[src/rtl/video_pattern_engine.sv]
// Two-stage pixel-domain test-pattern source with frame-synchronous pattern switching,
// frame counter and bouncing box; syncs and data-enable are delayed to match the colour path.
module video_pattern_engine #(
    parameter int H_ACTIVE       = 1280,
    parameter int V_ACTIVE       = 720,
    parameter int HPOS_WIDTH     = 12,
    parameter int VPOS_WIDTH     = 11,
    parameter int COLOR_WIDTH    = 8,
    parameter int GRADIENT_SHIFT = 2,
    parameter int CHECKER_LOG2   = 5,
    parameter int BOX_SIZE       = 64,
    parameter int BOX_STEP       = 4
) (
    input  logic                       clock,
    input  logic                       reset,
    input  logic [2:0]                 patternSelect,
    input  logic [3*COLOR_WIDTH-1:0]   solidColor,
    input  logic                       dataEnableIn,
    input  logic                       hSyncIn,
    input  logic                       vSyncIn,
    input  logic [HPOS_WIDTH-1:0]      hPosIn,
    input  logic [VPOS_WIDTH-1:0]      vPosIn,
    output logic                       dataEnableOut,
    output logic                       hSyncOut,
    output logic                       vSyncOut,
    output logic [COLOR_WIDTH-1:0]     red,
    output logic [COLOR_WIDTH-1:0]     green,
    output logic [COLOR_WIDTH-1:0]     blue,
    output logic [2:0]                 patternActive,
    output logic [7:0]                 frameCount
);

    localparam int BAR_WIDTH = H_ACTIVE / 8;
    localparam logic [HPOS_WIDTH:0] X_MAX  = (HPOS_WIDTH+1)'(H_ACTIVE - BOX_SIZE);
    localparam logic [HPOS_WIDTH:0] X_STEP = (HPOS_WIDTH+1)'(BOX_STEP);
    localparam logic [HPOS_WIDTH:0] X_SIZE = (HPOS_WIDTH+1)'(BOX_SIZE);
    localparam logic [VPOS_WIDTH:0] Y_MAX  = (VPOS_WIDTH+1)'(V_ACTIVE - BOX_SIZE);
    localparam logic [VPOS_WIDTH:0] Y_STEP = (VPOS_WIDTH+1)'(BOX_STEP);
    localparam logic [VPOS_WIDTH:0] Y_SIZE = (VPOS_WIDTH+1)'(BOX_SIZE);
    localparam logic [COLOR_WIDTH-1:0] MAX = '1;

    localparam logic [2:0] PAT_SOLID    = 3'd0;
    localparam logic [2:0] PAT_BARS     = 3'd1;
    localparam logic [2:0] PAT_GRADIENT = 3'd2;
    localparam logic [2:0] PAT_CHECKER  = 3'd3;
    localparam logic [2:0] PAT_ANIMATED = 3'd4;
    localparam logic [2:0] PAT_BOX      = 3'd5;

    // Frame state
    logic                  frame_start;
    logic                  vsync_prev_q, vsync_prev_d;
    logic [2:0]            pattern_active_q, pattern_active_d;
    logic [7:0]            frame_count_q, frame_count_d;
    logic [HPOS_WIDTH:0]   box_x_q, box_x_d;
    logic [VPOS_WIDTH:0]   box_y_q, box_y_d;
    logic                  dir_x_q, dir_x_d;   // 1 = moving toward 0
    logic                  dir_y_q, dir_y_d;

    // Stage 1
    logic                     s1_de_q, s1_de_d, s1_hs_q, s1_hs_d, s1_vs_q, s1_vs_d;
    logic [2:0]               s1_bar_q, s1_bar_d;
    logic                     s1_checker_q, s1_checker_d, s1_in_box_q, s1_in_box_d;
    logic [COLOR_WIDTH-1:0]   s1_grad_q, s1_grad_d, s1_hlo_q, s1_hlo_d, s1_vlo_q, s1_vlo_d;
    logic [3*COLOR_WIDTH-1:0] s1_solid_q, s1_solid_d;

    // Stage 2
    logic                   s2_de_q, s2_de_d, s2_hs_q, s2_hs_d, s2_vs_q, s2_vs_d;
    logic [COLOR_WIDTH-1:0] red_q, red_d, green_q, green_d, blue_q, blue_d;
    logic [2:0]             bar_rgb;

    always_comb begin
        // NOTE: every variable gets a default first so no path through this block infers a latch.
        frame_start      = vSyncIn & ~vsync_prev_q;
        vsync_prev_d     = vSyncIn;
        pattern_active_d = pattern_active_q;
        frame_count_d    = frame_count_q;
        box_x_d          = box_x_q;
        box_y_d          = box_y_q;
        dir_x_d          = dir_x_q;
        dir_y_d          = dir_y_q;
        if (frame_start) begin
            pattern_active_d = patternSelect;
            frame_count_d    = frame_count_q + 8'd1;
            if (!dir_x_q) begin
                if (box_x_q + X_STEP > X_MAX) begin
                    box_x_d = X_MAX;
                    dir_x_d = 1'b1;
                end else begin
                    box_x_d = box_x_q + X_STEP;
                end
            end else if (box_x_q < X_STEP) begin
                box_x_d = '0;
                dir_x_d = 1'b0;
            end else begin
                box_x_d = box_x_q - X_STEP;
            end
            if (!dir_y_q) begin
                if (box_y_q + Y_STEP > Y_MAX) begin
                    box_y_d = Y_MAX;
                    dir_y_d = 1'b1;
                end else begin
                    box_y_d = box_y_q + Y_STEP;
                end
            end else if (box_y_q < Y_STEP) begin
                box_y_d = '0;
                dir_y_d = 1'b0;
            end else begin
                box_y_d = box_y_q - Y_STEP;
            end
        end
    end

    always_comb begin
        s1_de_d    = dataEnableIn;
        s1_hs_d    = hSyncIn;
        s1_vs_d    = vSyncIn;
        s1_solid_d = solidColor;
        s1_grad_d  = COLOR_WIDTH'(hPosIn >> GRADIENT_SHIFT);
        s1_hlo_d   = COLOR_WIDTH'(hPosIn);
        s1_vlo_d   = COLOR_WIDTH'(vPosIn);
        s1_checker_d = hPosIn[CHECKER_LOG2] ^ vPosIn[CHECKER_LOG2];
        s1_in_box_d  = ({1'b0, hPosIn} >= box_x_q) && ({1'b0, hPosIn} < box_x_q + X_SIZE) &&
                       ({1'b0, vPosIn} >= box_y_q) && ({1'b0, vPosIn} < box_y_q + Y_SIZE);
        // Bar index from constant thresholds; columns past the last bar stay black.
        s1_bar_d = '0;
        for (int k = 1; k < 8; k++) begin
            if (hPosIn >= HPOS_WIDTH'(k * BAR_WIDTH)) s1_bar_d = 3'(k);
        end
    end

    always_comb begin
        s2_de_d = s1_de_q;
        s2_hs_d = s1_hs_q;
        s2_vs_d = s1_vs_q;
        red_d   = '0;
        green_d = '0;
        blue_d  = '0;
        unique case (s1_bar_q)
            3'd0:    bar_rgb = 3'b111;
            3'd1:    bar_rgb = 3'b110;
            3'd2:    bar_rgb = 3'b011;
            3'd3:    bar_rgb = 3'b010;
            3'd4:    bar_rgb = 3'b101;
            3'd5:    bar_rgb = 3'b100;
            3'd6:    bar_rgb = 3'b001;
            default: bar_rgb = 3'b000;
        endcase
        if (s1_de_q) begin
            case (pattern_active_q)
                PAT_SOLID:    {red_d, green_d, blue_d} = s1_solid_q;
                PAT_BARS: begin
                    red_d   = {COLOR_WIDTH{bar_rgb[2]}};
                    green_d = {COLOR_WIDTH{bar_rgb[1]}};
                    blue_d  = {COLOR_WIDTH{bar_rgb[0]}};
                end
                PAT_GRADIENT: {red_d, green_d, blue_d} = {3{s1_grad_q}};
                PAT_CHECKER:  {red_d, green_d, blue_d} = {3{s1_checker_q ? MAX : '0}};
                PAT_ANIMATED: begin
                    red_d   = s1_hlo_q;
                    green_d = s1_vlo_q;
                    blue_d  = COLOR_WIDTH'(frame_count_q);
                end
                PAT_BOX: begin
                    red_d   = s1_in_box_q ? MAX : '0;
                    green_d = s1_in_box_q ? MAX : '0;
                    blue_d  = MAX;
                end
                default: ;
            endcase
        end
    end

    // NOTE: the pipeline is async-reset too, so outputs drop to 0 the instant reset asserts.
    always_ff @(posedge clock or posedge reset) begin
        if (reset) begin
            vsync_prev_q     <= 1'b0;
            pattern_active_q <= '0;
            frame_count_q    <= '0;
            box_x_q          <= '0;
            box_y_q          <= '0;
            dir_x_q          <= 1'b0;
            dir_y_q          <= 1'b0;
            s1_de_q          <= 1'b0;
            s1_hs_q          <= 1'b0;
            s1_vs_q          <= 1'b0;
            s1_bar_q         <= '0;
            s1_checker_q     <= 1'b0;
            s1_in_box_q      <= 1'b0;
            s1_grad_q        <= '0;
            s1_hlo_q         <= '0;
            s1_vlo_q         <= '0;
            s1_solid_q       <= '0;
            s2_de_q          <= 1'b0;
            s2_hs_q          <= 1'b0;
            s2_vs_q          <= 1'b0;
            red_q            <= '0;
            green_q          <= '0;
            blue_q           <= '0;
        end else begin
            vsync_prev_q     <= vsync_prev_d;
            pattern_active_q <= pattern_active_d;
            frame_count_q    <= frame_count_d;
            box_x_q          <= box_x_d;
            box_y_q          <= box_y_d;
            dir_x_q          <= dir_x_d;
            dir_y_q          <= dir_y_d;
            s1_de_q          <= s1_de_d;
            s1_hs_q          <= s1_hs_d;
            s1_vs_q          <= s1_vs_d;
            s1_bar_q         <= s1_bar_d;
            s1_checker_q     <= s1_checker_d;
            s1_in_box_q      <= s1_in_box_d;
            s1_grad_q        <= s1_grad_d;
            s1_hlo_q         <= s1_hlo_d;
            s1_vlo_q         <= s1_vlo_d;
            s1_solid_q       <= s1_solid_d;
            s2_de_q          <= s2_de_d;
            s2_hs_q          <= s2_hs_d;
            s2_vs_q          <= s2_vs_d;
            red_q            <= red_d;
            green_q          <= green_d;
            blue_q           <= blue_d;
        end
    end

    assign dataEnableOut = s2_de_q;
    assign hSyncOut      = s2_hs_q;
    assign vSyncOut      = s2_vs_q;
    assign red           = red_q;
    assign green         = green_q;
    assign blue          = blue_q;
    assign patternActive = pattern_active_q;
    assign frameCount    = frame_count_q;

endmodule

[config.mk]
export PLATFORM = sky130hd
export DESIGN_NAME = video_pattern_engine
export DESIGN_NICKNAME = d
export VERILOG_FILES = /design/src/rtl/video_pattern_engine.sv
export SDC_FILE = /design/constraint.sdc
export NUM_CORES = 1
export LEC_CHECK = 0
export CORE_MARGIN = 1.5
export CORE_UTILIZATION = 30
export DETAILED_ROUTE_END_ITERATION = 8
export DONT_BUFFER_PORTS = 1
export SYNTH_ARGS = -nofsm -noshare
export SYNTH_HDL_FRONTEND = slang
export SYNTH_SLANG_ARGS = --single-unit
[constraint.sdc]
create_clock -name clock -period 3.7 [get_ports clock]
set_input_delay 0.555 -clock clock [delete_from_list [all_inputs] [get_ports clock]]
set_output_delay 0.555 -clock clock [all_outputs]
set_load 0.005 [all_outputs]
* Yosys cells after proc, flatten, opt, wreduce, memory -nomap -nowiden
Cells that the tools add are included.
** Word-level totals
- Flip-flop bits (word level) :: 121
- Input bits :: 55
- Word-level logic and storage cells :: 91
- Output and inout port bits :: 38
** Operators by class
- $lt $le $gt $ge :: 15
- Eq/ne operators :: 11
- Mux-type cells :: 28
- Reduce and logical (&&, ||, !) cells :: 5
- Add/subtract/negate cells :: 7
- Bitwise operators :: 3
** Operator list (count)
- case mux 8 bit (6 select lines) :: 3
- two-way mux 8 bit :: 5
- two-way mux 13 bit :: 3
- greater-or-equal comparator 12 x 10 -> 1 bit (second input constant) :: 3
- two-way mux 12 bit :: 3
- greater-or-equal comparator 12 x 9 -> 1 bit (second input constant) :: 2
- case mux 3 bit (7 select lines) :: 1
- two-way mux 3 bit :: 6
- equality test 3 bit (second input constant) :: 5
- adder 13 x 3 -> 13 bit (second input constant) :: 1
- adder 13 x 7 -> 13 bit (second input constant) :: 1
- greater-or-equal comparator 12 x 13 -> 1 bit :: 1
- > comparator 13 x 11 -> 1 bit (second input constant) :: 1
- < comparator 12 x 13 -> 1 bit :: 1
- < comparator 13 x 3 -> 1 bit (second input constant) :: 1
- subtractor 13 x 3 -> 13 bit (second input constant) :: 1
- adder 12 x 3 -> 12 bit (second input constant) :: 1
- adder 12 x 7 -> 12 bit (second input constant) :: 1
- equality test 3 x 2 -> 1 bit (second input constant) :: 4
- greater-or-equal comparator 11 x 12 -> 1 bit :: 1
- greater-or-equal comparator 12 x 11 -> 1 bit (second input constant) :: 1
- greater-or-equal comparator 12 x 8 -> 1 bit (second input constant) :: 1
- > comparator 12 x 10 -> 1 bit (second input constant) :: 1
- < comparator 11 x 12 -> 1 bit :: 1
- other kinds (10) :: 20

* Depth between registers and ports, before layout
- Depth in word-level cells :: 8
- Mapped depth :: 11
- Mapped depth without buffers :: 10

* Worst setup path before layout
Ideal clock, no wire load.
- Kind :: reg-to-reg
- Start point :: register box_y_q[6]
- End point :: register s1_in_box_q
- Clock period less this slack :: 2.286 ns
- Stages on the path, launching flop included :: 12
- Setup time :: 0.100 ns
- Data required time :: 3.600 ns
- Slack :: 1.414 ns
- Data arrival time :: 2.186 ns
- Path buffers :: 1
- Cell sequence :: dfrtp_1 clkbuf_1 inv_1 ha_1 inv_1 ha_1 a21o_1 a21o_1 a21oi_1 a21boi_0 o21ai_0 nor4bb_1
** On the way
- Cells in the longest elaborated chain, start to end :: 3
- Elaborated cells on any way between the ends :: 5
- Those cells by class :: 1 x add/sub; 2 x order compare; 2 x reduce/logical
** RTL lines
- start: declaration :: line 55 : logic [VPOS_WIDTH:0] box_y_q, box_y_d;
- start signal: assignment :: line 204 : box_y_q <= box_y_d;
- adder 12 x 7 -> 12 bit or greater-or-equal comparator 11 x 12 -> 1 bit (tied branches) :: line 123 : ({1'b0, vPosIn} >= box_y_q) && ({1'b0, vPosIn} < box_y_q + Y_SIZE);
- < comparator 11 x 12 -> 1 bit or logical AND 1 bit (tied branches) :: line 123, 122
- logical AND 1 bit (*) :: line 123
- via s1_in_box_d :: line 62 : logic s1_checker_q, s1_checker_d, s1_in_box_q, s1_in_box_d;
- end signal: assignment :: line 212 : s1_in_box_q <= s1_in_box_d;
- end: declaration :: line 62
The timed path passes the listed nets; every way through them passes the cells marked *.
A chain may end at the register's enable or synchronous reset.

* Worst setup path in the final report
- Start point :: register box_x_q[2]
- End point :: register box_x_q[7]
** On the way
- Cells in the longest elaborated chain, start to end :: 4
- Elaborated cells on any way between the ends :: 7
- Those cells by class :: 2 x add/sub; 2 x order compare; 3 x mux
** RTL lines
- start: declaration :: line 54 : logic [HPOS_WIDTH:0] box_x_q, box_x_d;
- start signal: assignment :: line 203 : box_x_q <= box_x_d;
- adder 13 x 3 -> 13 bit :: line 85, 89
- > comparator 13 x 11 -> 1 bit :: line 85 : if (box_x_q + X_STEP > X_MAX) begin
- two-way mux 13 bit :: line 85
- two-way mux 13 bit (*) :: line 84 : if (!dir_x_q) begin
Mark *: on every way between the ends. The rest lies on a longest branch, timed or not.

==> impl_metrics.yaml <==
global_routing:
  antenna_found_initial: 0
  grt_max_degree: 69
  grt_first_pass_wirelength_um: 24300
  grt_usage_pct: 14.6
  grt_overflow: 0
  grt_pass1_vias: 4429
place:
  dpl_cell_area_sq_mm: 0.00627
  dp_cells: 849
  gp_congestion: 0.863
  port_buffers: 0
  dp_hpwl_um: 11200
power_and_ir_drop:
  p_sw_w: 0.00156
  internal_power_w: 0.00251
  switching_share_pct: 38.3
  comb_power_share_pct: 33.0
  seq_power_share_pct: 43.1
  p_per_area_mw_per_mm2: 620
  power.share.clock_pct: 23.9
  vdd_drop_max_v: 0.000245
  p_leak_nw: 2.74
setup_path:
  crit_start: "box_x_q[2]$_DFFE_PP0P_"
  setup.worst_path.start_class: "flip-flop"
  crit_chain: "or4_4 > o41ai_4 > or3_2 > a41oi_1 > o22a_1"
  rr_startpoint: "box_x_q[2]$_DFFE_PP0P_"
  crit_path_max_fanout: 16
  required_ns: 3.95
  setup.worst_path.class: "reg -> reg"
  cp_slowest_cell: "o41ai_4"
  max_stage_delay_ns: 0.76
  arrival_ns: 2.83
  end_kind: "flip-flop"
sta:
  finClkSkew_ns: 0.00923
  tns_ns: 0
  rsz0062_at_grt: "false"
  fmax_ghz: 0.387
  timing.final.crit_share_pct: 69.8
  period_needed_ns: 2.58
  setup-violations-final: 0
  hold_viol: 0
  worstMarginPinSlew_ns: 1.13
  slew_viol_final: 0
  relSlewSlack_pct: 24.6
synth:
  synth_area_sq_mm: 0.00604
  avgSynthCellArea_sq_um: 9.85
  synth_area_leader_cell: "dfrtp_1"
  yosysSeqAreaShare_pct: 46.0
  synth_most_common_cell: "dfrtp_1"
  synth_common_cells: "dfrtp_1, nand2_1, o21ai_0"
  yosys_warnings: 0
  ys_ff_latch: 111
  ys_types: 65
  synth_edf_count: 0
  syn-num-nets: 710
  synthArstFlopShare_pct: 100
  ys.flop_type: "dfrtp_1"
  netlist.area_leader.share_pct: 46.0
  synth.area.top_cells: "dfrtp_1, ha_1, mux2_2"
  synth_cells: 613
hold_path:
  worst_hold_startpoint: "solidColor[1]"
  min_path_type: "in -> reg"
clocking:
  clock_sinks: 111
  cts_hold_repair.buffers: 0
  clk_pin_slew_worst_paths_ns: 0.07
  post_cts_resize_count: 0
  post_cts_buffers: 0
  cts_tree: "built"
  clk_latency_ns: 0.36
  htree_levels: 3
  clockBufferDepth: 2
  root_buffer: "clkbuf_16"
  cts_buffers: 9
die:
  start_util_pct: 30.8
  die_h_um: 145
  io_pins: 93
  coreArea_sq_mm: 0.0196
  die_width_um: 145
  die-area_sq_mm: 0.0210
  row_count: 51
detailed_routing:
  routed_wl_um: 15100
  wl_met1_um: 6610
  firstDrtPassIters: 5
  drcViolationCount: 0
  postRouteAntennaNets: 0
  routedWlPerCell_um: 17.4
  wl_met2_um: 7290
  vias: 4543
  drtIter0Drc: 283
  topRoutingLayerUsed: "met4"
  avgViaCountPerCell: 5.26
  dr_wl_met3_um: 932
final_layout:
  layout-drive-gt1-share_pct: 9.18
  fin_area_sq_mm: 0.00656
  antenna_cells: 0
  syn_to_final_growth_pct: 8.64
  fill_cells: 1989
  regArea_sq_mm: 0.00278
  final_cells: 864
  nets: 692
  multi_input_area_sq_mm: 0.00299
status:
  status: "completed"
run:
  cap_violations: 0
metrics by stage:
stage | hold slack, ns | worst slack [ns] | total power (W) | util (%)
after floorplan | 0.331 | 0.214 | 0.00278 | -
after global placement | 0.334 | 1.17 | 0.00309 | 32.0
after detailed placement | 0.342 | 1.17 | 0.00310 | 32.0
after CTS | 0.207 | 1.14 | 0.00408 | 33.5
after global routing | 0.195 | 0.941 | 0.00437 | 33.5
final | 0.220 | 1.12 | 0.00407 | 33.5
area by class of cell:
cell class | count | area share, %
Clock buffer | 11 | 3.55
Timing Repair Buffer | 7 | 0.801
Inverter | 32 | 1.87
Sequential cell | 111 | 42.3
Multi-Input combinational cell | 434 | 45.6
Clock inverter | 4 | 0.839
Tap cell | 265 | 5.05
power groups by stage:
stage | clock network (W) | registers [W] | logic (W)
6_report | 0.000972 | 0.00175 | 0.00134
2_1_floorplan | 0 | 0.00156 | 0.00122
3_3_place_gp | 0 | 0.00177 | 0.00133
5_1_grt | 0.00105 | 0.00179 | 0.00153
4_1_cts | 0.000991 | 0.00175 | 0.00134
3_5_place_dp | 0 | 0.00177 | 0.00133
cell families (layout without fill, tap and decap cells):
logic type,after synthesis,after routing,share of synthesized area (%)
multiplexers,27,27,4.97
adder cells (fa/ha/maj),43,43,8.86
AND/OR/NAND/NOR,168,168,14.0
AO/OA/AOI/OAI,174,174,18.4
buffers and inverters,68,54,4.56
flip-flops,111,111,46.0
XOR/XNOR,22,22,3.19
placed cells by master, fill, tap and decap left out, types with 11 or more instances in the layout:
master and count:
nor3_1 16, o21ai_0 49, xnor2_1 18, ha_1 42, nor2_1 26, nand2_1 52, nand3_1 20, a31oi_1 25
nand4_1 11, nor2b_1 13, a21oi_1 34, inv_1 30, dfrtp_1 111, mux2_2 24
path summary, 6_finish.rpt:
check                                                to  slack [ns]  cells after the start
worst max-delay path             box_x_q[7]$_DFFE_PP0P_        1.12                      5
worst min-delay path            s1_solid_q[1]$_DFF_PP0_        0.22                      0
worst max register to register   box_x_q[7]$_DFFE_PP0P_        1.12                      5
worst min register to register       hSyncOut$_DFF_PP0_        0.35                      0
max in group asynchronous              red[2]$_DFF_PP0_        2.65                      2
min in group asynchronous       s1_solid_q[8]$_DFF_PP0_        0.23                      1
worst max-delay path, delay by kind of cell, from the launching register on:
family / cells / cell delay [ns]
DFF: 1 / 0.49
and+or+nand+nor: 2 / 0.89
AOI/OAI and AO/OA: 3 / 1.08
sequential cells by signal (all words and copies together) (netlist names):
| register | cells |
|---|---|
| dataEnableOut | 1 |
| hSyncOut | 1 |
| green | 8 |
| s1_vs_q | 1 |
| red | 8 |
| s1_hs_q | 1 |
| box_y_q | 10 |
| s1_grad_q | 3 |
| dir_y_q | 1 |
| s1_vlo_q | 8 |
| s1_solid_q | 24 |
| s1_checker_q | 1 |
| blue | 8 |
| dir_x_q | 1 |
| s1_hlo_q | 7 |
| s1_bar_q | 3 |
| box_x_q | 11 |
| vSyncOut | 1 |
| s1_de_q | 1 |
| patternActive | 3 |
| s1_in_box_q | 1 |
| frameCount | 8 |
routing by layer:
layer | GRT usage [%] | up-vias
met5 | 0 | -
met4 | 4.95 | 0
met3 | 3.93 | 20
met2 | 23.9 | 135
met1 | 18.5 | 2198
li1 | - | 2190
No activity file was read; power rests on OpenSTA's default activity.
